===== src/rtl/classif_sequencer_if.sv =====
// rtl/classif_sequencer_if.sv - note input, classifier handshake, result and statistics signals of classif_sequencer
interface classif_sequencer_if;
  logic       in_valid;
  logic [3:0] in_nota;
  logic       in_ready;
  logic [3:0] clf_nota;
  logic       clf_ok;
  logic       clf_reset;
  logic       clf_fim;
  logic [1:0] clf_tipo;
  logic       res_valid;
  logic [1:0] res_tipo;
  logic       busy;
  logic       stats_clr;
  logic [7:0] cnt_erro;
  logic [7:0] cnt_adj;
  logic [7:0] cnt_comp;
  logic [7:0] cnt_adv;

  // environment side: offers notes, plays the classifier, reads results
  modport master (
    output in_valid, in_nota, clf_fim, clf_tipo, stats_clr,
    input  in_ready, clf_nota, clf_ok, clf_reset, res_valid, res_tipo, busy,
    input  cnt_erro, cnt_adj, cnt_comp, cnt_adv
  );

  // sequencer side
  modport slave (
    input  in_valid, in_nota, clf_fim, clf_tipo, stats_clr,
    output in_ready, clf_nota, clf_ok, clf_reset, res_valid, res_tipo, busy,
    output cnt_erro, cnt_adj, cnt_comp, cnt_adv
  );
endinterface


===== src/rtl/classif_sequencer.sv =====
// rtl/classif_sequencer.sv - buffers notes and feeds them one at a time to a word classifier; optional counters under CLASSIF_STATS_EN
module classif_sequencer #(
  parameter int FIFO_DEPTH = 8,
  parameter int OK_WIDTH   = 1,
  parameter int SETTLE     = 1
) (
  input logic               clock,
  input logic               reset,
  classif_sequencer_if.slave bus
);
  localparam int AW = $clog2(FIFO_DEPTH);
  localparam logic [AW:0] DEPTH_C  = (AW+1)'(FIFO_DEPTH);
  localparam logic [15:0] OK_LAST  = 16'(OK_WIDTH - 1);
  localparam logic [15:0] SET_LAST = 16'(SETTLE - 1);

  typedef enum logic [2:0] {IDLE, SETUP, PULSE, WAIT, CHECK, REPORT, DRAIN, CLR} state_t;

  state_t        state;
  logic [3:0]    mem [FIFO_DEPTH];
  logic [AW-1:0] wr_ptr;
  logic [AW-1:0] rd_ptr;
  logic [AW:0]   count;
  logic [3:0]    head;
  logic          push;
  logic          pop;
  logic          empty;
  logic          head_term;
  logic          last_term;
  logic [3:0]    nota_q;
  logic          ok_q;
  logic          res_valid_q;
  logic [1:0]    res_tipo_q;
  logic          clr_q;
  logic [15:0]   timer;

  assign empty     = (count == '0);
  assign push      = bus.in_valid && (count != DEPTH_C);
  assign pop       = !empty && (state == IDLE || state == DRAIN);
  assign head      = mem[rd_ptr];
  // 0000 and 1000 both end a word
  assign head_term = (head[2:0] == 3'b000);

  assign bus.in_ready  = (count != DEPTH_C);
  assign bus.clf_nota  = nota_q;
  assign bus.clf_ok    = ok_q;
  assign bus.clf_reset = reset | clr_q;
  assign bus.res_valid = res_valid_q;
  assign bus.res_tipo  = res_tipo_q;
  assign bus.busy      = (state != IDLE) || !empty;

  // FIFO pointers and occupancy; simultaneous push and pop leave count unchanged
  always_ff @(posedge clock or posedge reset) begin
    if (reset) begin
      wr_ptr <= '0;
      rd_ptr <= '0;
      count  <= '0;
    end else begin
      if (push) wr_ptr <= wr_ptr + AW'(1);
      if (pop)  rd_ptr <= rd_ptr + AW'(1);
      case ({push, pop})
        2'b10:   count <= count + (AW+1)'(1);
        2'b01:   count <= count - (AW+1)'(1);
        default: ;
      endcase
    end
  end

  // FIFO storage
  always_ff @(posedge clock) begin
    if (push) mem[wr_ptr] <= bus.in_nota;
  end

  // note sequencing FSM with registered classifier strobes and result pulse
  always_ff @(posedge clock or posedge reset) begin
    if (reset) begin
      state       <= IDLE;
      nota_q      <= 4'b0000;
      ok_q        <= 1'b0;
      res_valid_q <= 1'b0;
      res_tipo_q  <= 2'b00;
      clr_q       <= 1'b0;
      last_term   <= 1'b0;
      timer       <= '0;
    end else begin
      res_valid_q <= 1'b0;
      clr_q       <= 1'b0;
      case (state)
        IDLE: begin
          if (!empty) begin
            nota_q    <= head;
            last_term <= head_term;
            state     <= SETUP;
          end
        end
        SETUP: begin
          ok_q  <= 1'b1;
          timer <= OK_LAST;
          state <= PULSE;
        end
        PULSE: begin
          if (timer == '0) begin
            ok_q  <= 1'b0;
            timer <= SET_LAST;
            state <= WAIT;
          end else begin
            timer <= timer - 16'd1;
          end
        end
        WAIT: begin
          if (timer == '0) state <= CHECK;
          else             timer <= timer - 16'd1;
        end
        CHECK: begin
          if (bus.clf_fim) begin
            res_tipo_q  <= bus.clf_tipo;
            res_valid_q <= 1'b1;
            state       <= REPORT;
          end else begin
            state <= IDLE;
          end
        end
        REPORT: begin
          // classifier finished early: the rest of the word must be skipped
          if (last_term) begin
            clr_q <= 1'b1;
            state <= CLR;
          end else begin
            state <= DRAIN;
          end
        end
        DRAIN: begin
          if (!empty && head_term) begin
            clr_q <= 1'b1;
            state <= CLR;
          end
        end
        CLR: begin
          state <= IDLE;
        end
        default: state <= IDLE;
      endcase
    end
  end

`ifdef CLASSIF_STATS_EN
  logic [7:0] cnt [4];

  // per-type saturating word counters; clear wins over a same-cycle increment
  always_ff @(posedge clock or posedge reset) begin
    if (reset) begin
      for (int i = 0; i < 4; i++) cnt[i] <= 8'd0;
    end else if (bus.stats_clr) begin
      for (int i = 0; i < 4; i++) cnt[i] <= 8'd0;
    end else if (res_valid_q && cnt[res_tipo_q] != 8'hFF) begin
      cnt[res_tipo_q] <= cnt[res_tipo_q] + 8'd1;
    end
  end

  assign bus.cnt_erro = cnt[0];
  assign bus.cnt_adj  = cnt[1];
  assign bus.cnt_comp = cnt[2];
  assign bus.cnt_adv  = cnt[3];
`else
  logic unused_stats_clr;
  assign unused_stats_clr = bus.stats_clr;
  assign bus.cnt_erro = 8'd0;
  assign bus.cnt_adj  = 8'd0;
  assign bus.cnt_comp = 8'd0;
  assign bus.cnt_adv  = 8'd0;
`endif
endmodule

===== src/flat_wrapper.sv =====
// flat-port wrapper written by rule: the top's interface ports become plain ports
module classif_sequencer_flat 
#(
  parameter int FIFO_DEPTH = 8,
  parameter int OK_WIDTH   = 1,
  parameter int SETTLE     = 1
)
  (clock, reset, bus_in_valid, bus_in_nota, bus_clf_fim, bus_clf_tipo, bus_stats_clr, bus_in_ready, bus_clf_nota, bus_clf_ok, bus_clf_reset, bus_res_valid, bus_res_tipo, bus_busy, bus_cnt_erro, bus_cnt_adj, bus_cnt_comp, bus_cnt_adv);
  classif_sequencer_if bus_i ();
  input logic clock;
  input logic reset;
  input wire logic [$bits(bus_i.in_valid)-1:0] bus_in_valid;
  input wire logic [$bits(bus_i.in_nota)-1:0] bus_in_nota;
  input wire logic [$bits(bus_i.clf_fim)-1:0] bus_clf_fim;
  input wire logic [$bits(bus_i.clf_tipo)-1:0] bus_clf_tipo;
  input wire logic [$bits(bus_i.stats_clr)-1:0] bus_stats_clr;
  output wire logic [$bits(bus_i.in_ready)-1:0] bus_in_ready;
  output wire logic [$bits(bus_i.clf_nota)-1:0] bus_clf_nota;
  output wire logic [$bits(bus_i.clf_ok)-1:0] bus_clf_ok;
  output wire logic [$bits(bus_i.clf_reset)-1:0] bus_clf_reset;
  output wire logic [$bits(bus_i.res_valid)-1:0] bus_res_valid;
  output wire logic [$bits(bus_i.res_tipo)-1:0] bus_res_tipo;
  output wire logic [$bits(bus_i.busy)-1:0] bus_busy;
  output wire logic [$bits(bus_i.cnt_erro)-1:0] bus_cnt_erro;
  output wire logic [$bits(bus_i.cnt_adj)-1:0] bus_cnt_adj;
  output wire logic [$bits(bus_i.cnt_comp)-1:0] bus_cnt_comp;
  output wire logic [$bits(bus_i.cnt_adv)-1:0] bus_cnt_adv;
  assign bus_i.in_valid = bus_in_valid;
  assign bus_i.in_nota = bus_in_nota;
  assign bus_i.clf_fim = bus_clf_fim;
  assign bus_i.clf_tipo = bus_clf_tipo;
  assign bus_i.stats_clr = bus_stats_clr;
  assign bus_in_ready = bus_i.in_ready;
  assign bus_clf_nota = bus_i.clf_nota;
  assign bus_clf_ok = bus_i.clf_ok;
  assign bus_clf_reset = bus_i.clf_reset;
  assign bus_res_valid = bus_i.res_valid;
  assign bus_res_tipo = bus_i.res_tipo;
  assign bus_busy = bus_i.busy;
  assign bus_cnt_erro = bus_i.cnt_erro;
  assign bus_cnt_adj = bus_i.cnt_adj;
  assign bus_cnt_comp = bus_i.cnt_comp;
  assign bus_cnt_adv = bus_i.cnt_adv;
  classif_sequencer #(.FIFO_DEPTH(FIFO_DEPTH), .OK_WIDTH(OK_WIDTH), .SETTLE(SETTLE)) u_core (.clock(clock), .reset(reset), .bus(bus_i));
endmodule

===== config.mk =====
export PLATFORM = sky130hd
export DESIGN_NAME = classif_sequencer_flat
export DESIGN_NICKNAME = d
export VERILOG_FILES = /design/src/rtl/classif_sequencer_if.sv /design/src/rtl/classif_sequencer.sv /design/src/flat_wrapper.sv
export SDC_FILE = /design/constraint.sdc
export NUM_CORES = 1
export LEC_CHECK = 0
export CAP_MARGIN = 10
export CORE_UTILIZATION = 46
export CTS_CLUSTER_SIZE = 20
export DETAILED_ROUTE_END_ITERATION = 16
export PLACE_DENSITY = 0.75
export SYNTH_ARGS = -nofsm -noshare
export SYNTH_HDL_FRONTEND = slang
export SYNTH_SLANG_ARGS = --single-unit
export TNS_END_PERCENT = 50

===== constraint.sdc =====
create_clock -name clock -period 3.1 [get_ports clock]
set_clock_uncertainty 0.05 [all_clocks]
set_input_delay 0.31 -clock clock [delete_from_list [all_inputs] [get_ports clock]]
set_output_delay 0.31 -clock clock [all_outputs]
set_load 0.05 [all_outputs]

# [Yosys cells after proc, flatten, opt, wreduce, memory -nomap -nowiden]
# Memory sizes are Yosys's and may differ from the RTL's.
# Index checks and enable logic that the tools add are counted.
[totals] mem_bits_rw=32 elab_cells=73 register_bits=39 inputBits=11 output_inout_bits=43 n_memories=1
[mem_list] memory="u_core.mem" words=8 word_bits=4 read_ports=1 rd_ports_with_merged_regs=0 write_ports=1 line_no="classif_sequencer.sv:19" source="logic [3:0] mem [FIFO_DEPTH];"
[classes] n_eq_ne=15 muxes=20 bitwise=2 n_reduce_logical=19 add_sub_neg=5
[op_table] cell="$pmux 16 s3" count=1
[op_table] cell="$mux 16" count=2
[op_table] cell="$pmux 3 s8" count=1
[op_table] cell="$logic_not 16->1" count=1
[op_table] cell="$sub 16x1->16 const B" count=1
[op_table] cell="$mux 3" count=5
[op_table] cell="$eq 3x3->1 const B" count=4
[op_table] cell="$mux 1" count=8
[op_table] cell="$pmux 4 s2" count=1
[op_table] cell="$reduce_and 2->1" count=4
[op_table] cell="$add 3x1->3 const B" count=2
[op_table] cell="$eq 3x2->1 const B" count=2
[op_table] cell="$logic_not 3->1" count=2
[op_table] cell="$ne 2x2->1 const B" count=3
[op_table] cell="$reduce_bool 3->1" count=2
[op_table] cell="$add 4x1->4 const B" count=1
[op_table] cell="$logic_not 4->1" count=1
[op_table] cell="$ne 2x1->1 const B" count=2
[op_table] cell="$ne 4x4->1 const B" count=1
[op_table] cell="$pmux 1 s2" count=2
[op_table] cell="$reduce_and 4->1" count=1
[op_table] cell="$reduce_bool 2->1" count=2
[op_table] cell="$sub 4x1->4 const B" count=1
[op_table] cell="$eq 3x1->1 const B" count=1
[op_table] cell="7 further kinds" count=10

# [Longest topological paths before layout]
[depth] depth_word=5 ltp_mapped=11

# [Least setup slack after synthesis]
# OpenSTA, ideal clock, no wires.
[synth_timing] path_kind="reg2reg" start="register u_core.state[2]" end="register u_core.count[3]" stages_incl_launch_ff=12 setup_ps=125 setup_slack_ps=567 arrival_time_ps=2358 t_required_ps=2925 n_path_buf=1 period_less_slack_ps=2533 path_cell_list="dfrtp_1 clkbuf_1 inv_1 nor2_1 nor4_1 ha_1 ha_1 a21o_1 a21oi_1 xnor2_1 nor2_1 xor2_1"
[synth_via] elab_chain_cells=5 elab_cells_between_ends=8 cone_classes="eq/ne (3); mux (1); reduce/logical (4)"
[synth_lines] element="start, declared" line_no="classif_sequencer.sv:18" source="state_t state;"
[synth_lines] element="start signal, assigned" line_no="classif_sequencer.sv:76" source="state <= IDLE;"
[synth_lines] element="start signal, assigned" line_no="classif_sequencer.sv:92" source="state <= SETUP;"
[synth_lines] element="start signal, assigned" line_no="classif_sequencer.sv:98" source="state <= PULSE;"
[synth_lines] element="$eq 3x3->1 / $logic_not 3->1 (equally long branches)" line_no="classif_sequencer.sv:38" source="assign pop = !empty && (state == IDLE || state == DRAIN);"
[synth_lines] element="$logic_or 1x1->1 (*)" line_no="classif_sequencer.sv:38"
[synth_lines] element="$logic_and 1x1->1 (*)" line_no="classif_sequencer.sv:38"
[synth_lines] element="net u_core.pop" line_no="classif_sequencer.sv:25" source="logic pop;"
[synth_lines] element="$eq 2x1->1 / $eq 2x2->1 (equally long branches)" line_no="classif_sequencer.sv:60" source="case ({push, pop})"
[synth_lines] element="$pmux 4 s2 / $reduce_bool 2->1 (equally long branches)"
[synth_lines] element="end signal, assigned" line_no="classif_sequencer.sv:61" source="2'b10: count <= count + (AW+1)'(1);"
[synth_lines] element="end signal, assigned" line_no="classif_sequencer.sv:62" source="2'b01: count <= count - (AW+1)'(1);"
[synth_lines] element="end, declared" line_no="classif_sequencer.sv:22" source="logic [AW:0] count;"
# The timed path passes the listed nets; every way through them passes the cells marked *.
# A chain may end at the register's enable or synchronous reset.

# [Worst setup path after layout]
[layout_timing] start="register u_core.count[0]" end="register u_core.count[3]"
[layout_via] elab_chain_cells=5 elab_cells_between_ends=11 cone_classes="add/sub (2); eq/ne (3); mux (1); reduce/logical (5)"
[layout_lines] element="$logic_not 4->1 (*)" line_no="classif_sequencer.sv:36" source="assign empty = (count == '0);"
[layout_lines] element="$logic_not 1->1 (*)" line_no="classif_sequencer.sv:38"
[layout_lines] element="$logic_and 1x1->1 (*)" line_no="classif_sequencer.sv:38"
[layout_lines] element="net u_core.pop" line_no="classif_sequencer.sv:25"
[layout_lines] element="$eq 2x1->1 / $eq 2x2->1 (equally long branches)" line_no="classif_sequencer.sv:60"
[layout_lines] element="$pmux 4 s2 / $reduce_bool 2->1 (equally long branches)"
# Marks and branches as above.

==> impl_metrics.toml <==
[global_routing]
first_global_vias = 2345
antenna_found_initial = 0
grt_max_degree = 40
met1_usage = 0.205
met3_usage = 0.0471
overflow = 0
grtUsageTotal = 0.174
grt-busiest-layer = "met2"
met2_usage = 0.308
grt_pass1_wl_um = 11200

[timing]
hold_viol_final = 0
setup_viol = 0
setup_slack_ns = 0.406
finalCritPeriodShare = 0.869
worst_pin_slew_ns = 0.685
slew_headroom = 0.537
setup_tns_ns = 0
fin_crit_ns = 2.69
fmax_mhz = 371
rsz0062_at_grt = "no"
drv_slew = 0

[synth]
synthesis.area_um2 = 3600
yosysUniqueCellTypes = 46
synth_top_area_cell = "dfrtp_1"
synth_ff_type = "dfrtp_1"
async_flop_share = 0.549
ys_seq_area_frac = 0.538
synthTopCellsByArea = "dfrtp_1, edfxtp_1, buf_4"
post-synth-top-area-fraction = 0.271
synth.avg_cell_area_um2 = 11.8
synth-edff-count = 32
yosys_warnings = 0
ys_ff_latch = 71
synth_cells = 306

[power_and_ir_drop]
power.density_nw_per_um2 = 867
vdd_drop_max_mv = 0.458
finalPower_mw = 3.47
leakagePower_nw = 1.61

[route]
vias = 2307
drt_iter0_drc = 110
viasPerCell = 5.28
drc = 0
wire_per_inst_um = 14.7
first_pass_iters = 4
finalWirelength_um = 6440
ant_nets = 0

[placed_design]
dp.cells = 421
dp_hpwl_um = 4680
dpl-instance-area_um2 = 3810
gp_congestion = 0.807
port_buffers = 20
dpl_worst_slack_ns = 0.411

[cells_and_area]
postLayoutCellArea_um2 = 4010
nets = 352
antenna_cells = 0
fillers = 648
final_cells = 437
multiInputGateArea_um2 = 1460
register_area_um2 = 1940
area_delta_synth_final_pct = 11.4
drive_gt1_frac = 0.142

[clocking]
clockBufferDepth = 2
clock_latency_ns = 0.35
cts_sinks = 71
cts_resized = 0
cts_setup_buffers = 0
cts_buffers = 9
htreeDepth = 3
clkTransAtPathRegs_ns = 0.08
cts_tree = "done"
cts_hold_buf = 0
root_buffer = "clkbuf_8"

[floorplanning]
num_io_pins = 54
core_um2 = 7410
floorplan.initialDensity = 0.486
die_area_um2 = 8180
die_h_um = 90.4
dieWidth_um = 90.4
num_rows = 31

[critical_path]
slowest_stage = "nor4_1"
critPathTopFamily = "simple AND/OR/NAND/NOR gates"
cpPeakStageDelay_ns = 0.58
cp.required_ns = 3.28
critPathLaunchType = "register"
worst-r2r-cell-count = 10
reg2reg_slack_ns = 0.41
cp.buffers_inverters = 1
reg2reg_from = "u_core.count[0]"
cp_max_fo = 5
cp.arrival_ns = 2.88
r2r-end = "u_core.count[3]"
end_kind = "register"
critical_path.cell_chain = "nor4_1 > nor4_1 > buf_4 > ha_1 > ha_1 > a21o_1 > a21oi_1 > xnor2_1 > nor2_1 > xor2_1"
path_class = "reg2reg"

[run_status]
status = "finished, final reports clean"

[flow_run]
maxCapViolCount = 0

[worst_hold_path]
min_path_type = "in2async"
-- placed cells by master, fill, tap and decap left out, types with 5 or more instances in the layout --
cell type	synthesis	routed
a21oi_1	9	9
buf_4	32	8
clkbuf_8	0	9
clkdlybuf4s50_1	0	20
conb_1	1	32
dfrtp_1	39	39
edfxtp_1	32	32
ha_1	7	7
inv_1	9	9
mux2_2	10	10
mux4_2	8	8
nand2_1	18	18
nor2_1	24	24
nor3_1	18	18
nor4_1	10	10
o211ai_1	5	5
o21ai_0	15	15
xnor2_1	9	9
xor2_1	7	7
-- area by class of cell --
cell class | instances | area share
well taps | 99 | 0.0309
flip-flops and latches | 71 | 0.483
clock buffers | 9 | 0.0309
inverters | 9 | 0.00843
repair buffers | 28 | 0.0649
clock inverters | 7 | 0.0178
multi-input cells | 214 | 0.364
-- registers in the layout (all words and copies together) (netlist names) --
register              count
u_core.bus.res_tipo       2
u_core.wr_ptr             3
u_core.mem               32
u_core.state              3
u_core.bus.clf_nota       4
u_core.last_term          1
u_core.timer             16
u_core.bus.res_valid      1
u_core.count              4
u_core.bus.clf_ok         1
u_core.rd_ptr             3
u_core.clr_q              1
-- tightest hold or removal path: stages --
cell             delay [ns]
clkdlybuf4s50_1        0.41
inv_1                  0.05
buf_4                  0.42
-- kinds of logic (layout without fill, tap and decap cells) --
kind of cell / after synthesis / after routing / synth area share
simple gates: 92 / 92 / 0.131
flops: 71 / 71 / 0.538
buf+inv: 52 / 53 / 0.0883
compound gates: 46 / 46 / 0.0849
mux: 20 / 20 / 0.0870
xor+xnor: 16 / 16 / 0.0390
fa+ha+maj: 8 / 8 / 0.0299
other cells: 1 / 32 / 0.00104
-- synthesized netlist by cell type (8+ instances only) --
| cell type | number |
|---|---|
| buf_4 | 32 |
| inv_1 | 9 |
| mux2_2 | 10 |
| mux4_2 | 8 |
| dfrtp_1 | 39 |
| xnor2_1 | 9 |
| edfxtp_1 | 32 |
| nor2_1 | 24 |
| o21ai_0 | 15 |
| clkbuf_1 | 9 |
| a21oi_1 | 9 |
| nor4_1 | 10 |
| nor3_1 | 18 |
| nand2_1 | 18 |
-- report_power, final --
part           leakage, nW  total (mW)  internal, mW  switching, mW
Clock               0.0999       0.718         0.315          0.403
Sequential           0.777        1.58          1.25          0.326
Combinational        0.728        1.18         0.522          0.657
-- layer usage --
metal / vias to the layer above / wire length (um)
li1: 1114 / -
met1: 1130 / 2740
met2: 54 / 3410
met3: 9 / 211
met4: 0 / 80
met5: - / 0
-- through the flow --
stage	util	hold slack, ns
after detailed placement	0.515	0.420
after global routing	0.541	0.389
final	0.541	0.347
after global placement	0.515	0.416
after floorplan	-	0.359
after CTS	0.541	0.358
-- worst max path at each step --
stage                    start              end  slack [ns]  cells after the start
2_1_floorplan  u_core.state[2]  u_core.count[3]        0.57                     11
3_3_place_gp   u_core.count[0]  u_core.count[3]        0.45                     10
3_5_place_dp   u_core.count[0]  u_core.count[3]        0.41                     10
4_1_cts        u_core.count[0]         bus_busy        0.36                      3
5_1_grt        u_core.count[0]  u_core.count[3]        0.25                     10
6_report       u_core.count[0]  u_core.count[3]        0.41                     10
Note: power is estimated with default switching activity, not from simulation.
